`src/rtl/mc_control.sv`:
```
// mc_control: multi-cycle instruction control FSM.
// The FSM steps each instruction through IF, ID, EX, MEM and WB, plus an FPX state
// for multi-cycle floating-point execute. It waits on mem_ready in IF and MEM.
// opcode/funct/fmt are captured when the IR is written. Every later state decodes
// only that captured copy, so the IR may change underneath without effect.
// Control outputs are combinational from state, the latched class and mem_ready.
// The datapath can then use them in the same cycle.

module mc_control #(
    parameter int unsigned FP_LAT = 3,
    parameter int unsigned CNT_W  = 4
) (
    input  logic       clk,
    input  logic       rst_n,
    input  logic [5:0] opcode,
    input  logic [5:0] funct,
    input  logic       fmt,
    input  logic       mem_ready,
    output logic [2:0] state,
    output logic       pc_write,
    output logic       pc_write_cond,
    output logic       branch_ne,
    output logic       bclt,
    output logic [1:0] pc_source,
    output logic       iord,
    output logic       mem_read,
    output logic       mem_write,
    output logic       ir_write,
    output logic       alu_src_a,
    output logic [1:0] alu_src_b,
    output logic [1:0] alu_op,
    output logic       reg_write,
    output logic       fp_reg_write,
    output logic [1:0] reg_dst,
    output logic [1:0] mem_to_reg,
    output logic       fp_busy,
    output logic       fp_cond_write,
    output logic       instr_done,
    output logic       illegal
);

    typedef enum logic [2:0] {
        S_IF  = 3'd0,
        S_ID  = 3'd1,
        S_EX  = 3'd2,
        S_MEM = 3'd3,
        S_WB  = 3'd4,
        S_FPX = 3'd5
    } state_t;

    typedef enum logic [3:0] {
        C_R    = 4'd0,
        C_JR   = 4'd1,
        C_ADDI = 4'd2,
        C_LW   = 4'd3,
        C_SW   = 4'd4,
        C_LWC1 = 4'd5,
        C_SWC1 = 4'd6,
        C_BEQ  = 4'd7,
        C_BNE  = 4'd8,
        C_J    = 4'd9,
        C_JAL  = 4'd10,
        C_FP   = 4'd11,
        C_BC1T = 4'd12,
        C_ILL  = 4'd13
    } cls_t;

    // FPX counts down from FP_LAT-1 to 0, so FPX lasts exactly FP_LAT cycles.
    localparam logic [CNT_W-1:0] LP_CNT_LOAD = CNT_W'(FP_LAT - 32'd1);
    localparam logic [CNT_W-1:0] LP_CNT_ZERO = CNT_W'(32'd0);
    localparam logic [CNT_W-1:0] LP_CNT_ONE  = CNT_W'(32'd1);

    // Map the latched instruction fields to an instruction class.
    function automatic cls_t decode_cls(input logic [5:0] op, input logic [5:0] fn, input logic fm);
        cls_t c;
        case (op)
            6'b000000: c = (fn == 6'b001000) ? C_JR : C_R;
            6'b001000: c = C_ADDI;
            6'b100011: c = C_LW;
            6'b101011: c = C_SW;
            6'b110001: c = C_LWC1;
            6'b111001: c = C_SWC1;
            6'b000100: c = C_BEQ;
            6'b000101: c = C_BNE;
            6'b000010: c = C_J;
            6'b000011: c = C_JAL;
            6'b010001: c = fm ? C_FP : C_BC1T;
            default:   c = C_ILL;
        endcase
        return c;
    endfunction

    state_t           r_state;
    logic [CNT_W-1:0] r_cnt;
    logic [5:0]       r_op;
    logic [5:0]       r_fn;
    logic             r_fmt;
    cls_t             w_cls;
    logic             w_fp_cmp;
    logic             w_cnt_zero;

    // Reset leaves opcode/funct at zero, which decodes as R-type sll $0 (a NOP).
    assign w_cls      = decode_cls(r_op, r_fn, r_fmt);
    assign w_fp_cmp   = (r_fn[5:4] == 2'b11);
    assign w_cnt_zero = (r_cnt == LP_CNT_ZERO);
    assign state      = r_state;

    // State register, IR field latches and FP latency counter.
    always_ff @(posedge clk or negedge rst_n) begin
        if (!rst_n) begin
            r_state <= S_IF;
            r_cnt   <= LP_CNT_ZERO;
            r_op    <= 6'd0;
            r_fn    <= 6'd0;
            r_fmt   <= 1'b0;
        end else begin
            case (r_state)
                S_IF: begin
                    if (mem_ready) begin
                        r_op    <= opcode;
                        r_fn    <= funct;
                        r_fmt   <= fmt;
                        r_state <= S_ID;
                    end else begin
                        r_state <= S_IF;
                    end
                end
                S_ID: begin
                    case (w_cls)
                        C_J, C_JAL, C_JR, C_ILL: r_state <= S_IF;
                        C_FP: begin
                            r_cnt   <= LP_CNT_LOAD;
                            r_state <= S_FPX;
                        end
                        default: r_state <= S_EX;
                    endcase
                end
                S_EX: begin
                    case (w_cls)
                        C_R, C_ADDI:                 r_state <= S_WB;
                        C_LW, C_SW, C_LWC1, C_SWC1:  r_state <= S_MEM;
                        default:                     r_state <= S_IF;
                    endcase
                end
                S_MEM: begin
                    if (mem_ready) begin
                        case (w_cls)
                            C_LW, C_LWC1: r_state <= S_WB;
                            default:      r_state <= S_IF;
                        endcase
                    end else begin
                        r_state <= S_MEM;
                    end
                end
                S_WB: r_state <= S_IF;
                S_FPX: begin
                    if (w_cnt_zero) begin
                        r_state <= w_fp_cmp ? S_IF : S_WB;
                    end else begin
                        r_cnt <= r_cnt - LP_CNT_ONE;
                    end
                end
                default: r_state <= S_IF;
            endcase
        end
    end

    // Control outputs decoded from state, latched class and mem_ready.
    always_comb begin
        pc_write      = 1'b0;
        pc_write_cond = 1'b0;
        branch_ne     = 1'b0;
        bclt          = 1'b0;
        pc_source     = 2'b00;
        iord          = 1'b0;
        mem_read      = 1'b0;
        mem_write     = 1'b0;
        ir_write      = 1'b0;
        alu_src_a     = 1'b0;
        alu_src_b     = 2'b00;
        alu_op        = 2'b00;
        reg_write     = 1'b0;
        fp_reg_write  = 1'b0;
        reg_dst       = 2'b00;
        mem_to_reg    = 2'b00;
        fp_busy       = 1'b0;
        fp_cond_write = 1'b0;
        instr_done    = 1'b0;
        illegal       = 1'b0;
        case (r_state)
            S_IF: begin
                mem_read = 1'b1;
                if (mem_ready) begin
                    ir_write  = 1'b1;
                    pc_write  = 1'b1;
                    alu_src_b = 2'b01;
                end else begin
                    ir_write  = 1'b0;
                end
            end
            S_ID: begin
                // Branch target (PC + imm<<2) is computed here into ALUOut.
                alu_src_b = 2'b11;
                case (w_cls)
                    C_J: begin
                        pc_write   = 1'b1;
                        pc_source  = 2'b10;
                        instr_done = 1'b1;
                    end
                    C_JAL: begin
                        pc_write   = 1'b1;
                        pc_source  = 2'b10;
                        instr_done = 1'b1;
                        reg_write  = 1'b1;
                        reg_dst    = 2'b10;
                        mem_to_reg = 2'b10;
                    end
                    C_JR: begin
                        pc_write   = 1'b1;
                        pc_source  = 2'b11;
                        instr_done = 1'b1;
                    end
                    C_ILL: begin
                        illegal    = 1'b1;
                        instr_done = 1'b1;
                    end
                    default: illegal = 1'b0;
                endcase
            end
            S_EX: begin
                case (w_cls)
                    C_R: begin
                        alu_src_a = 1'b1;
                        alu_op    = 2'b10;
                    end
                    C_ADDI, C_LW, C_SW, C_LWC1, C_SWC1: begin
                        alu_src_a = 1'b1;
                        alu_src_b = 2'b10;
                    end
                    C_BEQ, C_BNE: begin
                        alu_src_a     = 1'b1;
                        alu_op        = 2'b01;
                        pc_write_cond = 1'b1;
                        pc_source     = 2'b01;
                        branch_ne     = r_op[0];
                        instr_done    = 1'b1;
                    end
                    C_BC1T: begin
                        pc_write_cond = 1'b1;
                        bclt          = 1'b1;
                        pc_source     = 2'b01;
                        instr_done    = 1'b1;
                    end
                    default: alu_src_a = 1'b0;
                endcase
            end
            S_MEM: begin
                // Address and request strobe held steady until memory answers.
                iord = 1'b1;
                case (w_cls)
                    C_LW, C_LWC1: mem_read = 1'b1;
                    C_SW, C_SWC1: begin
                        mem_write  = 1'b1;
                        instr_done = mem_ready;
                    end
                    default: mem_read = 1'b0;
                endcase
            end
            S_WB: begin
                instr_done = 1'b1;
                case (w_cls)
                    C_R: begin
                        reg_write = 1'b1;
                        reg_dst   = 2'b01;
                    end
                    C_ADDI: reg_write = 1'b1;
                    C_LW: begin
                        reg_write  = 1'b1;
                        mem_to_reg = 2'b01;
                    end
                    C_LWC1: begin
                        fp_reg_write = 1'b1;
                        mem_to_reg   = 2'b01;
                    end
                    C_FP: begin
                        fp_reg_write = 1'b1;
                        reg_dst      = 2'b01;
                    end
                    default: reg_write = 1'b0;
                endcase
            end
            S_FPX: begin
                fp_busy = 1'b1;
                if (w_cnt_zero && w_fp_cmp) begin
                    fp_cond_write = 1'b1;
                    instr_done    = 1'b1;
                end else begin
                    fp_cond_write = 1'b0;
                end
            end
            default: mem_read = 1'b0;
        endcase
    end

endmodule

```
`config.mk`:
```
export PLATFORM = sky130hd
export DESIGN_NAME = mc_control
export DESIGN_NICKNAME = d
export VERILOG_FILES = /design/src/rtl/mc_control.sv
export SDC_FILE = /design/constraint.sdc
export NUM_CORES = 1
export LEC_CHECK = 0
export ABC_AREA = 1
export BUFFER_PORTS_ARGS = -buffer_cell sky130_fd_sc_hd__buf_2
export CAP_MARGIN = 10
export CORE_MARGIN = 2
export CORE_UTILIZATION = 26
export DETAILED_ROUTE_END_ITERATION = 10
export MAX_ROUTING_LAYER = met4
export PLACE_DENSITY = 0.42
export SYNTH_ARGS = -nofsm -noshare
export SYNTH_HDL_FRONTEND = slang
export SYNTH_SLANG_ARGS = --single-unit
```
`constraint.sdc`:
```
create_clock -name clk -period 2.1 [get_ports clk]
set_input_delay 0.315 -clock clk [delete_from_list [all_inputs] [get_ports clk]]
set_output_delay 0.315 -clock clk [all_outputs]
set_load 0.02 [all_outputs]
```
==> flow_metrics.tcl, run 1 <==
set metrics [dict create \
    wire_per_inst_um 12.55 \
    grt_pass1_wl_um 7251 \
    fillers 614 \
    crit_top_cell "nand2_1" \
    drt_first_iter_violations 48 \
    rsz0062_at_grt "true" \
    ir_drop_v 0.0003526 \
    setup.worst_path.start_class "flop" \
    hpwl_um 3399 \
    antenna_found_initial 0 \
    synth_top_area_share_pct 33.96 \
    leakagePower_nw 1.166 \
    syn_inst 226 \
    synth_cell_types 26 \
    crit_path_end_kind "output pin" \
    drtAntennaViolNets 0 \
    synth_common_cells "63 x nand2_1, 35 x inv_1, 27 x nor2_1" \
    core_mm2 0.005507 \
    fin_ws_ns -0.03650 \
    grt_pass1_vias 1576 \
    io_buffers 43 \
    area_delta_synth_final_pct 45.08 \
    clockRootBuffer "clkbuf_8" \
    netSwitchingPower_mw 1.348 \
    diodes 0 \
    critical_path_arrival_ns 1.82 \
    finalPower_mw 2.637 \
    drv_slew 0 \
    synth-seq-cells 20 \
    async_flop_share_pct 100.0 \
    relSlewSlack_pct 67.61 \
    cts.sinks 20 \
    grt_usage_pct 15.06 \
    syn_avg_cell_area_um2 6.522 \
    outcome "finished, violations left" \
    fin_crit_sh_pct 101.7 \
    power_density_mw_per_mm2 1233 \
    yosys-top-cells-area "dfrtp_1 34%, nand2_1 16%, inv_1 8.9%" \
    cp_slowest_cell "dfrtp_2" \
    combPwrFrac_pct 63.1 \
    dieArea_mm2 0.006287 \
    synth_most_common_cell "nand2_1" \
    gp_congestion 0.8252 \
    hold_class "input pin to async pin" \
    sw_frac_of_total_pct 51.11 \
    drive_above_1_share_pct 40.99 \
    dieWidth_um 79.29 \
    via_count 1604 \
    violations "setup timing" \
    worst_pin_slew_ns 0.4859 \
    yosys_warnings 0 \
    critical-path-max-stage-delay_ns 0.44 \
    detail_route.vias_per_cell 4.518 \
    cts_tree "built" \
    synth_nets 245 \
    die-height_um 79.29 \
    crit_required_ns 1.78 \
    timing.hold.ws_ns 0.006062 \
    clk_latency_ns 0.26 \
    crit_chain "inv_2 > nor2_4 > nand3_2 > nand2_1 > inv_1 > nand2_1 > nand2_1 > o211ai_1 > buf_4" \
    initial_core_util_pct 26.77 \
    ys.flop_type "dfrtp_1" \
    crit_fanout 5 \
    synth_edf_count 0 \
    finalClockSkew_ns 0.004506 \
    clk_path_buf_depth 2 \
    grt_max_degree 25 \
    postRouteWirelength_um 4456 \
    critPathKind "flop to output pin" \
    clk_pin_slew_ns 0.08 \
    netlist_area_mm2 0.001474 \
    ios 44 \
    rows 27 \
    reg2reg_slack_ns 0.42 \
    setup_viol 5 \
    timing.final.hold_violations 0 \
    clkPwrFrac_pct 9.7 \
    intPower_mw 1.289 \
    cts.htree.levels 1 \
    synth.yosys.seq_area_share_pct 33.96 \
    grt_remaining_overflow 0 \
    fin_nets 304 \
    yosysTopAreaCell "dfrtp_1" \
    final_cell_area_mm2 0.002138 \
    fmax_mhz 468.1 \
    seq_power_share_pct 27.2 \
    min_period_ns 2.137 \
    drv_cap 0 \
    drc 0 \
    dr.pass1.iters 4 \
    cts_buffers 3 \
    place_area_mm2 0.001774 \
]
-- final cells by class --
cell class                 count  area [um^2]  area share, %
clock buffer                   3        41.29          1.931
inverter                      39        146.4          6.846
multi-input combinational    164        997.2          46.64
sequential                    20        504.2          23.58
tap                           72        90.09          4.213
timing repair buffer          57        359.1          16.79
-- state kept, by name, indices dropped and copies added (netlist names) --
register,flops
r_cnt,4
r_op,6
r_fn,6
r_fmt,1
state,3
-- critical path: cells and delay by family, from the launching register on --
kind,cells,cell delay (ns)
compound gates,1,0.12
buf+inv,3,0.33
flops,1,0.44
simple gates,5,0.68
-- cells in the final DEF, fill, tap and decap left out, types with 2 or more instances in the layout --
master | Yosys | layout
a21oi_1 | 4 | 3
buf_2 | 2 | 35
buf_4 | 1 | 17
buf_6 | 0 | 5
clkbuf_8 | 0 | 3
dfrtp_1 | 20 | 17
dfrtp_2 | 0 | 3
ha_1 | 3 | 3
inv_1 | 35 | 28
inv_2 | 4 | 11
nand2_1 | 63 | 57
nand2_2 | 1 | 6
nand3_1 | 24 | 14
nand3_2 | 4 | 10
nand3_4 | 0 | 4
nand4_1 | 5 | 5
nor2_1 | 27 | 19
nor2_2 | 4 | 5
nor2_4 | 1 | 8
nor3_2 | 4 | 3
nor3_4 | 0 | 3
o21ai_0 | 13 | 13
xor2_1 | 2 | 2
-- cells by family (layout without fill, tap and decap cells) --
| group | Yosys count | count (layout) | synth area share, % |
|---|---|---|---|
| AOI/OAI and AO/OA | 22 | 22 | 8.065 |
| xor gates and xnor gates | 2 | 2 | 1.189 |
| adders and majority gates | 3 | 3 | 2.547 |
| buffers and inverters | 42 | 99 | 11.12 |
| DFF | 20 | 20 | 33.96 |
| and+or+nand+nor | 137 | 137 | 43.13 |
-- final timing paths --
kind                       depth (start not counted)            to  startpoint
min reg2reg                                        2       r_fn[3]     r_fn[3]
min in group clk                                   3       r_fn[3]    funct[3]
max in group asynchronous                          1       r_op[3]       rst_n
max reg2reg                                        7      r_cnt[1]    state[2]
max                                                9  alu_src_b[1]     r_op[0]
min                                                1       r_fn[1]       rst_n
-- timing repair --
item	CTS	global route
buffers inserted	7	6
gates resized for setup	47	17
hold buffers	0	0
pin swaps	15	10
endpoints found under the hold margin	0	0
setup endpoints to repair	9	15
-- per-layer routing --
metal / wire length [um] / global-route usage, %
met1: 2188 / 20.14
met2: 2023 / 23.73
met3: 167 / 1.705
met4: 76 / 5.172
met5: 0 / -
-- metrics by stage --
| stage | worst slack, ns | setup TNS (ns) | utilization (%) | cells |
|---|---|---|---|---|
| after CTS | -0.02650 | -0.06737 | 37.11 | 349 |
| after global placement | 0.1220 | 0 | 32.22 | 339 |
| after detailed placement | 0.1272 | 0 | 32.22 | 339 |
| final | -0.03650 | -0.09159 | 38.83 | 355 |
| after global routing | -0.1654 | -1.184 | 38.83 | 355 |
| after floorplan | 0.1246 | 0 | - | 226 |
-- power groups by stage --
stage | registers, mW | clock network [mW] | logic, mW
3_5_place_dp | 0.678 | 0 | 1.23
6_report | 0.718 | 0.256 | 1.66
2_1_floorplan | 0.673 | 0 | 0.895
5_1_grt | 0.742 | 0.280 | 1.84
4_1_cts | 0.707 | 0.269 | 1.52
3_3_place_gp | 0.676 | 0 | 1.23
Note: power is estimated with default switching activity, not from simulation.
==> inputs of run 2 (changes only) <==
ABC_AREA = default   (was 1)
PLACE_DENSITY = 0.41   (was 0.42)
clock period = 2.5 ns   (was 2.1 ns; I/O delays follow)
==> run 2 against run 1 <==
Final cell count fell by 5.4%. Synthesized cell count shrank 15%. Combinational power is 11% higher. Clock power fell by 2%. The flow still finishes with violations (setup timing). Area after synthesis up 8.8%. Design area grew 5.1%. Critical path type unchanged. Via count up 4.4%. Wire length up 8.6%. Clock-buffer cell count rose by 1. Non-clock buffer count grew 22. Register-to-register slack worse by 0.15 ns.
==> flow_metrics.tcl, run 2 <==
set metrics [dict create \
    gp_congestion 0.8325 \
    fin_nets 281 \
    final_common_cell "buf_4" \
    yosys_warnings 0 \
    setup.worst_path.start_class "flop" \
    relSlewSlack_pct 65.73 \
    synth_nets 211 \
    wire_per_inst_um 14.41 \
    finalClockSkew_ns 0.006856 \
    fmax_mhz 382.6 \
    top_regs "r_fn (6), r_op (6), r_cnt (4)" \
    combPwrFrac_pct 67.1 \
    seq_power_share_pct 23.7 \
    io_buffers 43 \
    cp_slowest_cell "dfrtp_2" \
    final.setup.tns_ns -0.5274 \
    netlist_area_mm2 0.001604 \
    cts.htree.levels 1 \
    crit_path_end_kind "output pin" \
    synth_top_area_share_pct 31.20 \
    grt_pass1_vias 1637 \
    pre_cts_slack_ns -0.03102 \
    hpwl_um 3734 \
    crit_required_ns 2.12 \
    leakagePower_nw 1.037 \
    ir_drop_v 0.0004031 \
    diodes 0 \
    dieWidth_um 82.55 \
    finalPower_mw 2.737 \
    detail_route.vias_per_cell 4.985 \
    grt_usage_pct 15.69 \
    via_count 1675 \
    postRouteWirelength_um 4841 \
    clk_latency_ns 0.26 \
    drtAntennaViolNets 0 \
    cts_tree "built" \
    crit_top_cell "buf_4" \
    initial_core_util_pct 26.93 \
    syn_inst 192 \
    setup_viol 8 \
    crit_fanout 5 \
    power_density_mw_per_mm2 1218 \
    violations "setup timing" \
    cp_top_family "compound AO/OA/AOI/OAI gates" \
    drv_cap 0 \
    dieArea_mm2 0.006814 \
    synth_edf_count 0 \
    clkPwrFrac_pct 9.2 \
    crit_chain "buf_2 > buf_4 > xor2_1 > a22oi_1 > nor3_1 > a211oi_2 > nand4_1 > a21oi_2 > buf_4" \
    dr.pass1.iters 4 \
    synth_common_cells "23 x nand2_1, 20 x dfrtp_1, 18 x nor2_1" \
    crit_buf_inv 3 \
    drv_slew 0 \
    yosysTopAreaCell "dfrtp_1" \
    grt_remaining_overflow 0 \
    die-height_um 82.55 \
    critPathKind "flop to output pin" \
    syn_avg_cell_area_um2 8.354 \
    netSwitchingPower_mw 1.260 \
    rows 28 \
    async_flop_share_pct 100.0 \
    drive_above_1_share_pct 46.36 \
    clk_path_buf_depth 2 \
    grt_max_degree 21 \
    cts.sinks 20 \
    intPower_mw 1.477 \
    yosys-top-cells-area "dfrtp_1 31%, mux2_2 7.7%, nand2_1 5.4%" \
    clk_pin_slew_ns 0.08 \
    critical_path_arrival_ns 2.24 \
    drt_first_iter_violations 131 \
    antenna_found_initial 0 \
    synth-seq-cells 20 \
    final_cell_mix "42 x buf_4, 37 x buf_2, 23 x nand2_1" \
    ios 44 \
    critical-path-max-stage-delay_ns 0.43 \
    ys.flop_type "dfrtp_1" \
    timing.hold.ws_ns 0.06285 \
    fin_ws_ns -0.1139 \
    cts_buffers 3 \
    hold_class "input pin to async pin" \
    rsz0062_at_grt "true" \
    fin_crit_sh_pct 104.6 \
    core_mm2 0.005956 \
    sw_frac_of_total_pct 46.05 \
    synth_cell_types 49 \
    outcome "finished, violations left" \
    drc 0 \
    area_delta_synth_final_pct 40.09 \
    synth_most_common_cell "nand2_1" \
    min_period_ns 2.614 \
    synth.yosys.seq_area_share_pct 31.20 \
    grt_pass1_wl_um 8093 \
    timing.final.hold_violations 0 \
    clockRootBuffer "clkbuf_8" \
    worst_pin_slew_ns 0.5068 \
]
-- run 2: changes by cell type in the layout (fill, tap and decap cells not counted), sizes merged, moves of 4 or more --
cell,previous run,this run
nor2,32,18
o21ai,14,8
buf,57,79
nand4,5,1
nand2,64,24
nor4,0,8
mux2,0,11
inv,39,9
nor2b,0,8
nand3,28,13
-- run 2: cell families after synthesis --
logic type,count (synthesis),synth area share [%]
AO/OA/AOI/OAI,34,14.35
multiplexers,11,7.722
AND/OR/NAND/NOR,96,34.40
XOR/XNOR,5,2.731
buffers and inverters,23,7.254
adder cells (fa/ha/maj),3,2.340
flip-flops,20,31.20
-- run 2: through the flow --
stage | cells | area [um^2] | util (%)
3_5_place_dp | 321 | 2018 | 33.89
2_1_floorplan | 192 | 1604 | -
6_report | 336 | 2247 | 37.73
4_1_cts | 334 | 2205 | 37.02
5_1_grt | 336 | 2247 | 37.73
3_3_place_gp | 321 | 2018 | 33.89
-- run 2: layer usage --
metal | global-route usage [%] | share of wire (%) | vias to the layer above
met5 | - | 0 | -
li1 | - | - | 823
met2 | 23.55 | 46 | 31
met1 | 22.45 | 50 | 817
met3 | 1.522 | 2.9 | 4
met4 | 4.426 | 1.2 | 0
-- run 2: worst paths after layout --
path,from,endpoint,slack (ns),cells after the start
setup / recovery,r_op[4],reg_dst[0],-0.11,9
hold / removal,rst_n,r_fn[2],0.06,1
setup reg to reg,r_op[1],state[0],0.27,8
hold reg to reg,r_fn[2],r_fn[2],0.51,1
max in group asynchronous,rst_n,r_op[0],2.08,1
min in group clk,opcode[1],r_op[1],0.32,3
-- run 2: layout make-up --
cell class	count	area, um^2
multi-input combinational	149	1056
fill	640	3709
sequential	20	508.0
clock buffer	4	55.05
inverter	9	33.78
timing repair buffer	79	500.5
tap	75	93.84
-- run 2: worst reg2reg max path: stages, from the launching register on --
cell and delay (ns):
dfrtp_2 0.46, buf_4 0.17, nor4b_4 0.28, buf_4 0.18
nand4b_4 0.14, nand2_4 0.14, nor3_2 0.07, o21a_1 0.18
or4b_1 0.50
-- run 2: repair_timing --
item,CTS,global route
resized for setup,19,8
hold buffers,0,0
gates cloned,0,0
endpoints found under the setup margin,10,12
pin swaps,5,5
setup buffers,9,2
-- run 2: power by group through the flow --
stage | combinational [mW] | sequential (mW) | clock [mW]
3_3_place_gp | 1.58 | 0.669 | 0
6_report | 1.84 | 0.650 | 0.252
3_5_place_dp | 1.57 | 0.672 | 0
5_1_grt | 2.02 | 0.685 | 0.277
2_1_floorplan | 1.12 | 0.578 | 0
4_1_cts | 1.78 | 0.659 | 0.259
